File: config.mk
export PLATFORM = sky130hd
export DESIGN_NAME = hazard_forward_ctrl
export DESIGN_NICKNAME = d
export VERILOG_FILES = /design/src/rtl/hazard_forward_ctrl.sv
export SDC_FILE = /design/constraint.sdc
export NUM_CORES = 1
export LEC_CHECK = 0
export CELL_PAD_IN_SITES_DETAIL_PLACEMENT = 1
export CELL_PAD_IN_SITES_GLOBAL_PLACEMENT = 2
export CORE_MARGIN = 2
export CORE_UTILIZATION = 30
export CTS_BUF_LIST = sky130_fd_sc_hd__clkbuf_8
export CTS_CLUSTER_SIZE = 40
export DETAILED_ROUTE_END_ITERATION = 12
export PLACE_DENSITY_LB_ADDON = 0.3
export SLEW_MARGIN = 0
export SYNTH_ARGS = -nofsm -noshare
export SYNTH_HDL_FRONTEND = slang
export SYNTH_SLANG_ARGS = --single-unit
File: constraint.sdc
create_clock -name clk -period 3.1 [get_ports clk]
set_input_delay 0.31 -clock clk [delete_from_list [all_inputs] [get_ports clk]]
set_output_delay 0.31 -clock clk [all_outputs]
set_load 0.1 [all_outputs]
File: src/rtl/hazard_forward_ctrl.sv
// Forwarding/hazard control beside the D/E register: tracks E and M slot tags, raises the
// load-use stall and flush bubble, and registers the forwarding mux selects one stage ahead.
module hazard_forward_ctrl #(
  parameter int unsigned REG_BITS = 4
) (
  input  logic                clk,
  input  logic                rst,
  input  logic                mem_stall,
  input  logic                flush,
  input  logic                d_valid,
  input  logic [REG_BITS-1:0] d_rs,
  input  logic [REG_BITS-1:0] d_rt,
  input  logic                d_rs_used,
  input  logic                d_rt_used,
  input  logic                d_is_store,
  input  logic                d_wr_en,
  input  logic [REG_BITS-1:0] d_rd,
  input  logic                d_mem_read,
  output logic [1:0]          ex_ex_forwarding,
  output logic [1:0]          ex_mem_forwarding,
  output logic                mem_mem_forwarding,
  output logic                stall_fd,
  output logic                bubble_de
);

  // E slot tags
  logic                e_valid_q, e_valid_d;
  logic                e_wr_en_q, e_wr_en_d;
  logic [REG_BITS-1:0] e_rd_q, e_rd_d;
  logic                e_mem_read_q, e_mem_read_d;
  logic [REG_BITS-1:0] e_rt_q, e_rt_d;
  logic                e_is_store_q, e_is_store_d;

  // M slot tags. The W slot needs no storage: every select that depends on it is
  // computed from M one edge earlier and registered.
  logic                m_valid_q, m_valid_d;
  logic                m_wr_en_q, m_wr_en_d;
  logic [REG_BITS-1:0] m_rd_q, m_rd_d;
  logic                m_mem_read_q, m_mem_read_d;

  logic [1:0]          ex_ex_q, ex_ex_d;
  logic [1:0]          ex_mem_q, ex_mem_d;
  logic                mem_mem_q, mem_mem_d;

  logic                hazard;
  logic                enter;
  logic [1:0]          src_used;

  function automatic logic tag_match(input logic                valid,
                                     input logic                wr_en,
                                     input logic [REG_BITS-1:0] rd,
                                     input logic [REG_BITS-1:0] src);
    return valid & wr_en & (rd == src) & (rd != '0);
  endfunction

  // Store data (rt) is consumed in MEM, so a load feeding it is covered by mem_mem.
  always_comb begin
    hazard = d_valid & ~flush & e_mem_read_q &
             ((d_rs_used & tag_match(e_valid_q, e_wr_en_q, e_rd_q, d_rs)) |
              (d_rt_used & ~d_is_store & tag_match(e_valid_q, e_wr_en_q, e_rd_q, d_rt)));
    stall_fd  = hazard;
    bubble_de = hazard | flush;
    enter     = d_valid & ~flush & ~hazard;
    src_used  = {d_rt_used | d_is_store, d_rs_used};
  end

  always_comb begin
    ex_ex_d[0]  = enter & src_used[0] & ~e_mem_read_q &
                  tag_match(e_valid_q, e_wr_en_q, e_rd_q, d_rs);
    ex_ex_d[1]  = enter & src_used[1] & ~e_mem_read_q &
                  tag_match(e_valid_q, e_wr_en_q, e_rd_q, d_rt);
    // Younger producer in E takes priority over M.
    ex_mem_d[0] = enter & src_used[0] & ~ex_ex_d[0] &
                  tag_match(m_valid_q, m_wr_en_q, m_rd_q, d_rs);
    ex_mem_d[1] = enter & src_used[1] & ~ex_ex_d[1] &
                  tag_match(m_valid_q, m_wr_en_q, m_rd_q, d_rt);
    mem_mem_d   = e_valid_q & e_is_store_q & m_mem_read_q &
                  tag_match(m_valid_q, m_wr_en_q, m_rd_q, e_rt_q);
  end

  always_comb begin
    e_valid_d    = d_valid & ~bubble_de;
    e_wr_en_d    = d_wr_en;
    e_rd_d       = d_rd;
    e_mem_read_d = d_mem_read;
    e_rt_d       = d_rt;
    e_is_store_d = d_is_store;
    m_valid_d    = e_valid_q;
    m_wr_en_d    = e_wr_en_q;
    m_rd_d       = e_rd_q;
    m_mem_read_d = e_mem_read_q;
  end

  always_ff @(posedge clk) begin
    if (rst) begin
      e_valid_q    <= 1'b0;
      e_wr_en_q    <= 1'b0;
      e_rd_q       <= '0;
      e_mem_read_q <= 1'b0;
      e_rt_q       <= '0;
      e_is_store_q <= 1'b0;
      m_valid_q    <= 1'b0;
      m_wr_en_q    <= 1'b0;
      m_rd_q       <= '0;
      m_mem_read_q <= 1'b0;
      ex_ex_q      <= 2'b00;
      ex_mem_q     <= 2'b00;
      mem_mem_q    <= 1'b0;
    end else if (!mem_stall) begin
      e_valid_q    <= e_valid_d;
      e_wr_en_q    <= e_wr_en_d;
      e_rd_q       <= e_rd_d;
      e_mem_read_q <= e_mem_read_d;
      e_rt_q       <= e_rt_d;
      e_is_store_q <= e_is_store_d;
      m_valid_q    <= m_valid_d;
      m_wr_en_q    <= m_wr_en_d;
      m_rd_q       <= m_rd_d;
      m_mem_read_q <= m_mem_read_d;
      ex_ex_q      <= ex_ex_d;
      ex_mem_q     <= ex_mem_d;
      mem_mem_q    <= mem_mem_d;
    end
  end

  assign ex_ex_forwarding   = ex_ex_q;
  assign ex_mem_forwarding  = ex_mem_q;
  assign mem_mem_forwarding = mem_mem_q;

endmodule

==> results of run 1 <==
-- power breakdown --
part	leakage, uW	switching [uW]	internal, uW
clock network	0.0000357	103	173
logic	0.000384	49.0	62.5
registers	0.000196	15.6	320
-- routing by layer --
metal	share of wire (%)	routed length (um)	GRT usage, %
met4	0.70	21	3.57
met3	4.7	140	2.67
met1	46	1390	18.3
met2	48	1450	25.9
met5	0	0	0
-- cells in the final DEF (no fill, tap or decap) --
| cell type | synthesis | layout |
|---|---|---|
| sky130_fd_sc_hd__nand2b_1 | 1 | 1 |
| sky130_fd_sc_hd__mux2i_1 | 18 | 18 |
| sky130_fd_sc_hd__a2111o_1 | 1 | 1 |
| sky130_fd_sc_hd__clkbuf_8 | 0 | 3 |
| sky130_fd_sc_hd__dfxtp_1 | 24 | 24 |
| sky130_fd_sc_hd__nor3_1 | 4 | 4 |
| sky130_fd_sc_hd__o21ai_0 | 2 | 2 |
| sky130_fd_sc_hd__nor4b_2 | 1 | 1 |
| sky130_fd_sc_hd__o31ai_1 | 1 | 1 |
| sky130_fd_sc_hd__xnor2_1 | 16 | 16 |
| sky130_fd_sc_hd__nand3_1 | 4 | 4 |
| sky130_fd_sc_hd__bufinv_16 | 0 | 1 |
| sky130_fd_sc_hd__a21oi_1 | 4 | 4 |
| sky130_fd_sc_hd__nor2b_1 | 2 | 2 |
| sky130_fd_sc_hd__nand4_1 | 2 | 2 |
| sky130_fd_sc_hd__clkdlybuf4s50_1 | 0 | 26 |
| sky130_fd_sc_hd__a21o_2 | 1 | 1 |
| sky130_fd_sc_hd__nand3b_1 | 1 | 1 |
| sky130_fd_sc_hd__or4_1 | 2 | 2 |
| sky130_fd_sc_hd__or4_4 | 1 | 1 |
| sky130_fd_sc_hd__buf_12 | 0 | 2 |
| sky130_fd_sc_hd__nor4_1 | 2 | 2 |
| sky130_fd_sc_hd__a21o_1 | 1 | 1 |
| sky130_fd_sc_hd__or3_1 | 1 | 1 |
| sky130_fd_sc_hd__xor2_1 | 4 | 4 |
| sky130_fd_sc_hd__buf_4 | 0 | 2 |
| sky130_fd_sc_hd__nand3_2 | 1 | 1 |
| sky130_fd_sc_hd__nand4b_1 | 1 | 1 |
| sky130_fd_sc_hd__nand2_1 | 11 | 11 |
| sky130_fd_sc_hd__nor2_1 | 21 | 21 |
| sky130_fd_sc_hd__a21oi_2 | 1 | 1 |
-- per-stage QoR --
stage	total power, uW	hold slack [ns]	std cells
finish	722	0.465	212
global route	757	0.501	212
CTS	734	0.473	212
detailed placement	456	0.453	208
global placement	453	0.452	208
floorplan	404	0.372	133
-- flip-flops by register name (all words and copies together), names as in the netlist --
| name | count |
|---|---|
| e_is_store_q | 1 |
| e_mem_read_q | 1 |
| e_rd_q | 4 |
| e_rt_q | 4 |
| e_valid_q | 1 |
| e_wr_en_q | 1 |
| ex_ex_forwarding | 2 |
| ex_mem_forwarding | 2 |
| m_mem_read_q | 1 |
| m_rd_q | 4 |
| m_valid_q | 1 |
| m_wr_en_q | 1 |
| mem_mem_forwarding | 1 |
-- final timing paths --
| path | end | slack (ns) | cells after the start |
|---|---|---|---|
| min reg2reg | ex_mem_forwarding[0] | 0.47 | 2 |
| min | ex_mem_forwarding[0] | 0.47 | 2 |
| max reg2reg | ex_ex_forwarding[1] | 1.27 | 5 |
| max | stall_fd | 0.58 | 7 |
-- worst max-delay path: cells and delay by family --
family                 cells  cell delay (ns)
AND/OR/NAND/NOR            3             0.93
buffers and inverters      2             0.74
XOR/XNOR                   1             0.14
AO/OA/AOI/OAI              1             0.09
-- cell families after synthesis --
group           synth area share (%)
compound gates                  6.11
xor+xnor                        14.5
buf+inv                         1.66
flops                           39.8
mux                             14.9
simple gates                    23.0
-- cell type report --
class	instances	area, um2
fillers	458	2310
multi-input cells	104	707
flip-flops and latches	24	480
repair buffers	30	315
well taps	50	62.6
clock buffers	3	41.3
clock inverters	1	30.0
==> summary.md, run 1 <==
| Metric | Value |
|---|---|
| Io pins | `29` |
| Clock tree from TritonCTS | `yes` |
| Crit. Startpoint | `d_rt[0]` |
| DRC violations left | `0` |
| Final hold violation count | `0` |
| Flip-flop cell with the highest count after synthesis | `sky130_fd_sc_hd__dfxtp_1` |
| Total wirelength of the detailed-routed design | `3000 um` |
| Synth Net Count | `155` |
| Share of synthesized area occupied by flip-flops and latches | `39.8%` |
| Final worst path period need | `2.52 ns` |
| Antenna violations before repair | `0` |
| CTS sink cnt | `24` |
| Total Nets Final | `185` |
| Die Span X | `67.4 um` |
| Quantity of hold-fixing buffers added after cts | `0` |
| Number of levels the H-tree was split into | `1` |
| Post-Synthesis Cell Area | `1210 um2` |
| Number of enable flip-flop cells after synthesis | `0` |
| Crit path DAT | `2.21 ns` |
| Power Dens Cells | `441 nW/um2` |
| Synth async-reset ratio | `0%` |
| Start-to-end type of the worst setup path | `primary input to output pin` |
| Antenna Nets Post-Route | `0` |
| Maximum single-stage delay on the critical path | `0.61 ns` |
| Synth unique cells | `29` |
| Post-Route Setup TNS | `0 ns` |
| Fraction of synthesized cell area taken by the top area cell type | `39.8%` |
| Quantity of I/O buffers inserted on ports | `28` |
| Share of final-layout standard cells stronger than drive strength 1 | `8.02%` |
| Fin area | `1640 um2` |
| Most repeated cell in the gate-level netlist after synthesis | `sky130_fd_sc_hd__dfxtp_1` |
| Status | `finished, final reports clean` |
| Library cell occupying the most area in the post-synthesis netlist | `sky130_fd_sc_hd__dfxtp_1` |
| First-pass GRT wire length | `5050 um` |
| Die Outline Area | `4550 um2` |
| Worst r2r src | `e_rd_q[1]` |
| Wirelength per Cell | `14.2 um` |
| Ys Warns | `0` |
| Area growth from synthesis to final layout | `35.5%` |
| Number of global-route vias before repair | `1053` |
| Vias per std cell | `4.84` |
| Critical path peak fanout | `4` |
| Final slew viol count | `0` |
| Clock tree skew after final layout | `0.00744 ns` |
| Core Region | `3940 um2` |
| Unrepaired setup endpoints after global routing | `false` |
| Maximum frequency from static timing analysis | `396 MHz` |
| Worst slack, placed | `0.600 ns` |
| Average cell area after synthesis | `9.08 um2` |
| List of cells traversed by the critical path | `clkdlybuf4s50_1, xnor2_1, nand2_1, nor4_1, a21oi_1, nor2_1, buf_12` |
| Tightest Hold Check Type | `flip-flop to flip-flop` |
| Transition time at the pin with the least slew margin | `0.966 ns` |
| Setup violation total in the final timing report | `0` |
| Setup Buffers After CTS | `0` |
| Post-layout util | `41.5%` |
| Leak pwr | `0.000616 uW` |
| Post-CTS sizing | `0` |
| CP Capture Type | `output pin` |
| DR vias | `1026` |
| Die Y | `67.4 um` |
| PnR worst setup slack | `0.578 ns` |
| Final RePlAce weighted congestion | `0.803` |
| Clock-pin slew on the worst setup and hold paths | `0.08 ns` |
| Crit path max-delay cell type | `sky130_fd_sc_hd__nor4_1` |
| Iteration-0 DRC Markers | `27` |
| Std-Cell Rows | `23` |
| Final period util | `81.4%` |
| Required @ worst endpoint | `2.79 ns` |
| Cell types with the highest counts after synthesis | `sky130_fd_sc_hd__dfxtp_1, sky130_fd_sc_hd__nor2_1, sky130_fd_sc_hd__mux2i_1` |
| Total of max-cap violations | `0` |
| Placement-stage cell area | `1570 um2` |
| Buffer depth of the longest clock path | `2` |
| Max_slew headroom | `35.4%` |
| TritonCTS Buffers | `3` |
| Worst voltage drop across the vdd grid | `221 uV` |
| Worst Min Path Start | `ex_mem_forwarding[0]` |
| Insertion delay to the later sink of the worst-skew pair | `0.27 ns` |
| Seq cells post-synth | `24` |
| DR pass1 iterations | `4` |
| Leading cell types by total area after synthesis | `sky130_fd_sc_hd__dfxtp_1, sky130_fd_sc_hd__mux2i_1, sky130_fd_sc_hd__xnor2_1, sky130_fd_sc_hd__nor2_1, sky130_fd_sc_hd__nand2_1` |
| HPWL after detailed placement | `2410 um` |
| Initial core utilization | `30.6%` |
| Diodes inserted | `0` |
| Cells after synthesis | `133` |
| Clock root buffer master | `sky130_fd_sc_hd__clkbuf_8` |
| Tot GR Track Use | `14.6%` |
| Gr ovfl total | `0` |
| Pin count of the biggest net entering global routing | `17` |
| Type of origin of the critical path | `primary input` |
(Power assumes the default switching activity.)
==> run 2, diff against run 1 <==
clock period = 2.5 ns   (was 3.1 ns; I/O delays follow)
==> run 2 against run 1 <==
Compared with the run above:
- clock skew is 0.0051 ns lower
- cell area is 0.31% higher
- core utilization is 0.13 points higher
==> summary.md, run 2 (synthesized netlist as in run 1, its figures left out) <==
| Metric | Value |
|---|---|
| Status | `finished, final reports clean (unchanged)` |
| Power Dens Cells | `549 nW/um2 (was 441 nW/um2)` |
| Final hold violation count | `0 (unchanged)` |
| Start-to-end type of the worst setup path | `flip-flop to output pin (was primary input to output pin)` |
| Number of global-route vias before repair | `1041 (was 1053)` |
| Top flop regs | `e_rd_q x4, e_rt_q x4, m_rd_q x4 (unchanged)` |
| Gr ovfl total | `0 (unchanged)` |
| Quantity of I/O buffers inserted on ports | `28 (unchanged)` |
| Critical path peak fanout | `5 (was 4)` |
| Wirelength per Cell | `14.4 um (was 14.2 um)` |
| Commonest non-fill, non-tap cell in the layout | `sky130_fd_sc_hd__dfxtp_1 (was sky130_fd_sc_hd__clkdlybuf4s50_1)` |
| Buffer depth of the longest clock path | `2 (unchanged)` |
| Placement-stage cell area | `1570 um2 (about the same)` |
| Crit path DAT | `2.11 ns (was 2.21 ns)` |
| Initial core utilization | `30.6% (unchanged)` |
| Io pins | `29 (unchanged)` |
| Reg-to-reg critical path endpoint | `ex_ex_forwarding[1] (unchanged)` |
| Met2 wire len | `1550 um (was 1450 um)` |
| Iteration-0 DRC Markers | `22 (was 27)` |
| Tightest Hold Check Type | `flip-flop to flip-flop (unchanged)` |
| Top routing layer used | `met4 (unchanged)` |
| Area growth from synthesis to final layout | `36.0% (was 35.5%)` |
| Final slew viol count | `0 (unchanged)` |
| Top library cells by usage in the layout, fill and taps aside | `sky130_fd_sc_hd__dfxtp_1, sky130_fd_sc_hd__clkdlybuf4s50_1, sky130_fd_sc_hd__nor2_1 (was sky130_fd_sc_hd__clkdlybuf4s50_1, sky130_fd_sc_hd__dfxtp_1, sky130_fd_sc_hd__nor2_1)` |
| Std-Cell Rows | `23 (unchanged)` |
| List of cells traversed by the critical path | `or4_4, nand3_2, nor4_1, buf_4, a21o_2, a21o_1, buf_12 (was clkdlybuf4s50_1, xnor2_1, nand2_1, nor4_1, a21oi_1, nor2_1, buf_12)` |
| CP Capture Type | `output pin (unchanged)` |
| Quantity of hold-fixing buffers added after cts | `0 (unchanged)` |
| Unrepaired setup endpoints after global routing | `false (unchanged)` |
| Antenna Nets Post-Route | `0 (unchanged)` |
| Share of final-layout standard cells stronger than drive strength 1 | `12.8% (was 8.02%)` |
| Clock tree skew after final layout | `0.00238 ns (was 0.00744 ns)` |
| Reported net switching power | `212 uW (was 167 uW)` |
| Worst r2r src | `e_rd_q[1] (unchanged)` |
| TritonCTS Buffers | `3 (unchanged)` |
| Combinational share of power | `15.5% (was 15.4%)` |
| Clock tree from TritonCTS | `yes (unchanged)` |
| Total routed wire length on the met1 layer | `1400 um (was 1390 um)` |
| Number of levels the H-tree was split into | `1 (unchanged)` |
| Final RePlAce weighted congestion | `0.751 (was 0.803)` |
| First-pass GRT wire length | `5140 um (was 5050 um)` |
| Die Y | `67.4 um (unchanged)` |
| WL met3 | `99 um (was 140 um)` |
| Maximum frequency from static timing analysis | `424 MHz` |
| Clock root buffer master | `sky130_fd_sc_hd__clkbuf_8 (unchanged)` |
| Max_slew headroom | `71.8% (was 35.4%)` |
| Required @ worst endpoint | `2.25 ns (was 2.79 ns)` |
| Maximum single-stage delay on the critical path | `0.56 ns (was 0.61 ns)` |
| Switching Fraction | `23.5% (was 23.2%)` |
| Core Region | `3940 um2 (unchanged)` |
| Transition time at the pin with the least slew margin | `0.422 ns (was 0.966 ns)` |
| Cell depth of the worst flop-to-flop path | `5 (unchanged)` |
| Die Outline Area | `4550 um2 (unchanged)` |
| Total internal power | `689 uW (was 555 uW)` |
| Worst voltage drop across the vdd grid | `247 uV (was 221 uV)` |
| Setup Buffers After CTS | `0 (unchanged)` |
| Register-to-register setup slack | `0.70 ns (was 1.27 ns)` |
| Clock-pin slew on the worst setup and hold paths | `0.09 ns (was 0.08 ns)` |
| Type of origin of the critical path | `flip-flop (was primary input)` |
| Insertion delay to the later sink of the worst-skew pair | `0.26 ns (was 0.27 ns)` |
| Post-layout util | `41.6% (was 41.5%)` |
| Fin area | `1640 um2 (about the same)` |
| Post-Route Setup TNS | `0 ns (unchanged)` |
| Overall Power | `901 uW (was 722 uW)` |
| Worst slack, placed | `0.235 ns (was 0.600 ns)` |
| Post-CTS sizing | `0 (unchanged)` |
| Crit path max-delay cell type | `sky130_fd_sc_hd__or4_4 (was sky130_fd_sc_hd__nor4_1)` |
| Total of max-cap violations | `0 (unchanged)` |
| Crit. Startpoint | `e_rd_q[3] (was d_rt[0])` |
| Timing endpoint of the critical path | `bubble_de (was stall_fd)` |
| DRC violations left | `0 (unchanged)` |
| Tot GR Track Use | `15.2% (was 14.6%)` |
| Leak pwr | `0.000636 uW (was 0.000616 uW)` |
| Final worst path period need | `2.36 ns` |
| CTS sink cnt | `24 (unchanged)` |
| Pin count of the biggest net entering global routing | `17 (unchanged)` |
| HPWL after detailed placement | `2470 um (was 2410 um)` |
| Die Span X | `67.4 um (unchanged)` |
| DR pass1 iterations | `4 (unchanged)` |
| Setup violation total in the final timing report | `0 (unchanged)` |
| Total Nets Final | `187 (was 185)` |
| Vias per std cell | `4.78 (was 4.84)` |
| Final period util | `94.3%` |
| Reg power frac | `46.2% (was 46.5%)` |
| Clock Power Share | `38.3% (was 38.1%)` |
| Antenna violations before repair | `0 (unchanged)` |
| DR vias | `1023 (was 1026)` |
| Diodes inserted | `0 (unchanged)` |
| PnR worst setup slack | `0.142 ns (was 0.578 ns)` |
| Total wirelength of the detailed-routed design | `3070 um (was 3000 um)` |
[run 2: power groups by stage]
| stage | Sequential, uW | Combinational [uW] | Clock (uW) |
|---|---|---|---|
| after floorplan | 419 | 82.3 | 0 |
| after global placement | 425 | 138 | 0 |
| after detailed placement | 426 | 141 | 0 |
| after CTS | 417 | 143 | 357 |
| after global routing | 420 | 154 | 372 |
| final | 416 | 140 | 345 |
[run 2: metrics by stage]
stage          hold WS (ns)  cells
2_1_floorplan         0.312    133
6_report              0.466    214
3_3_place_gp          0.447    210
4_1_cts               0.472    214
3_5_place_dp          0.457    210
5_1_grt               0.498    214
[run 2: routing by layer]
| layer | GRT usage, % | vias to the layer above |
|---|---|---|
| met5 | 0 | - |
| met4 | 3.06 | 0 |
| met3 | 2.67 | 2 |
| met2 | 27.7 | 16 |
| met1 | 18.8 | 486 |
| li1 | - | 519 |
[run 2: worst max-delay path, delay by kind of cell (launching register included)]
family	cells	cell delay [ns]
and+or+nand+nor	3	0.74
buffers and inverters	2	0.31
DFF	1	0.38
AOI/OAI and AO/OA	2	0.40
[run 2: area by class of cell]
type | count | area (um2)
fillers | 460 | 2300
multi-input cells | 104 | 709
flip-flops and latches | 24 | 480
repair buffers | 32 | 318
well taps | 50 | 62.6
clock buffers | 3 | 41.3
clock inverters | 1 | 30.0
[run 2: worst min path at each step]
stage                         startpoint                    to  cells after the start
floorplan                            rst             e_valid_q                      1
global placement    ex_mem_forwarding[1]  ex_mem_forwarding[1]                      2
detailed placement  ex_mem_forwarding[1]  ex_mem_forwarding[1]                      2
CTS                  ex_ex_forwarding[0]   ex_ex_forwarding[0]                      2
global route         ex_ex_forwarding[1]   ex_ex_forwarding[1]                      2
finish               ex_ex_forwarding[0]   ex_ex_forwarding[0]                      2
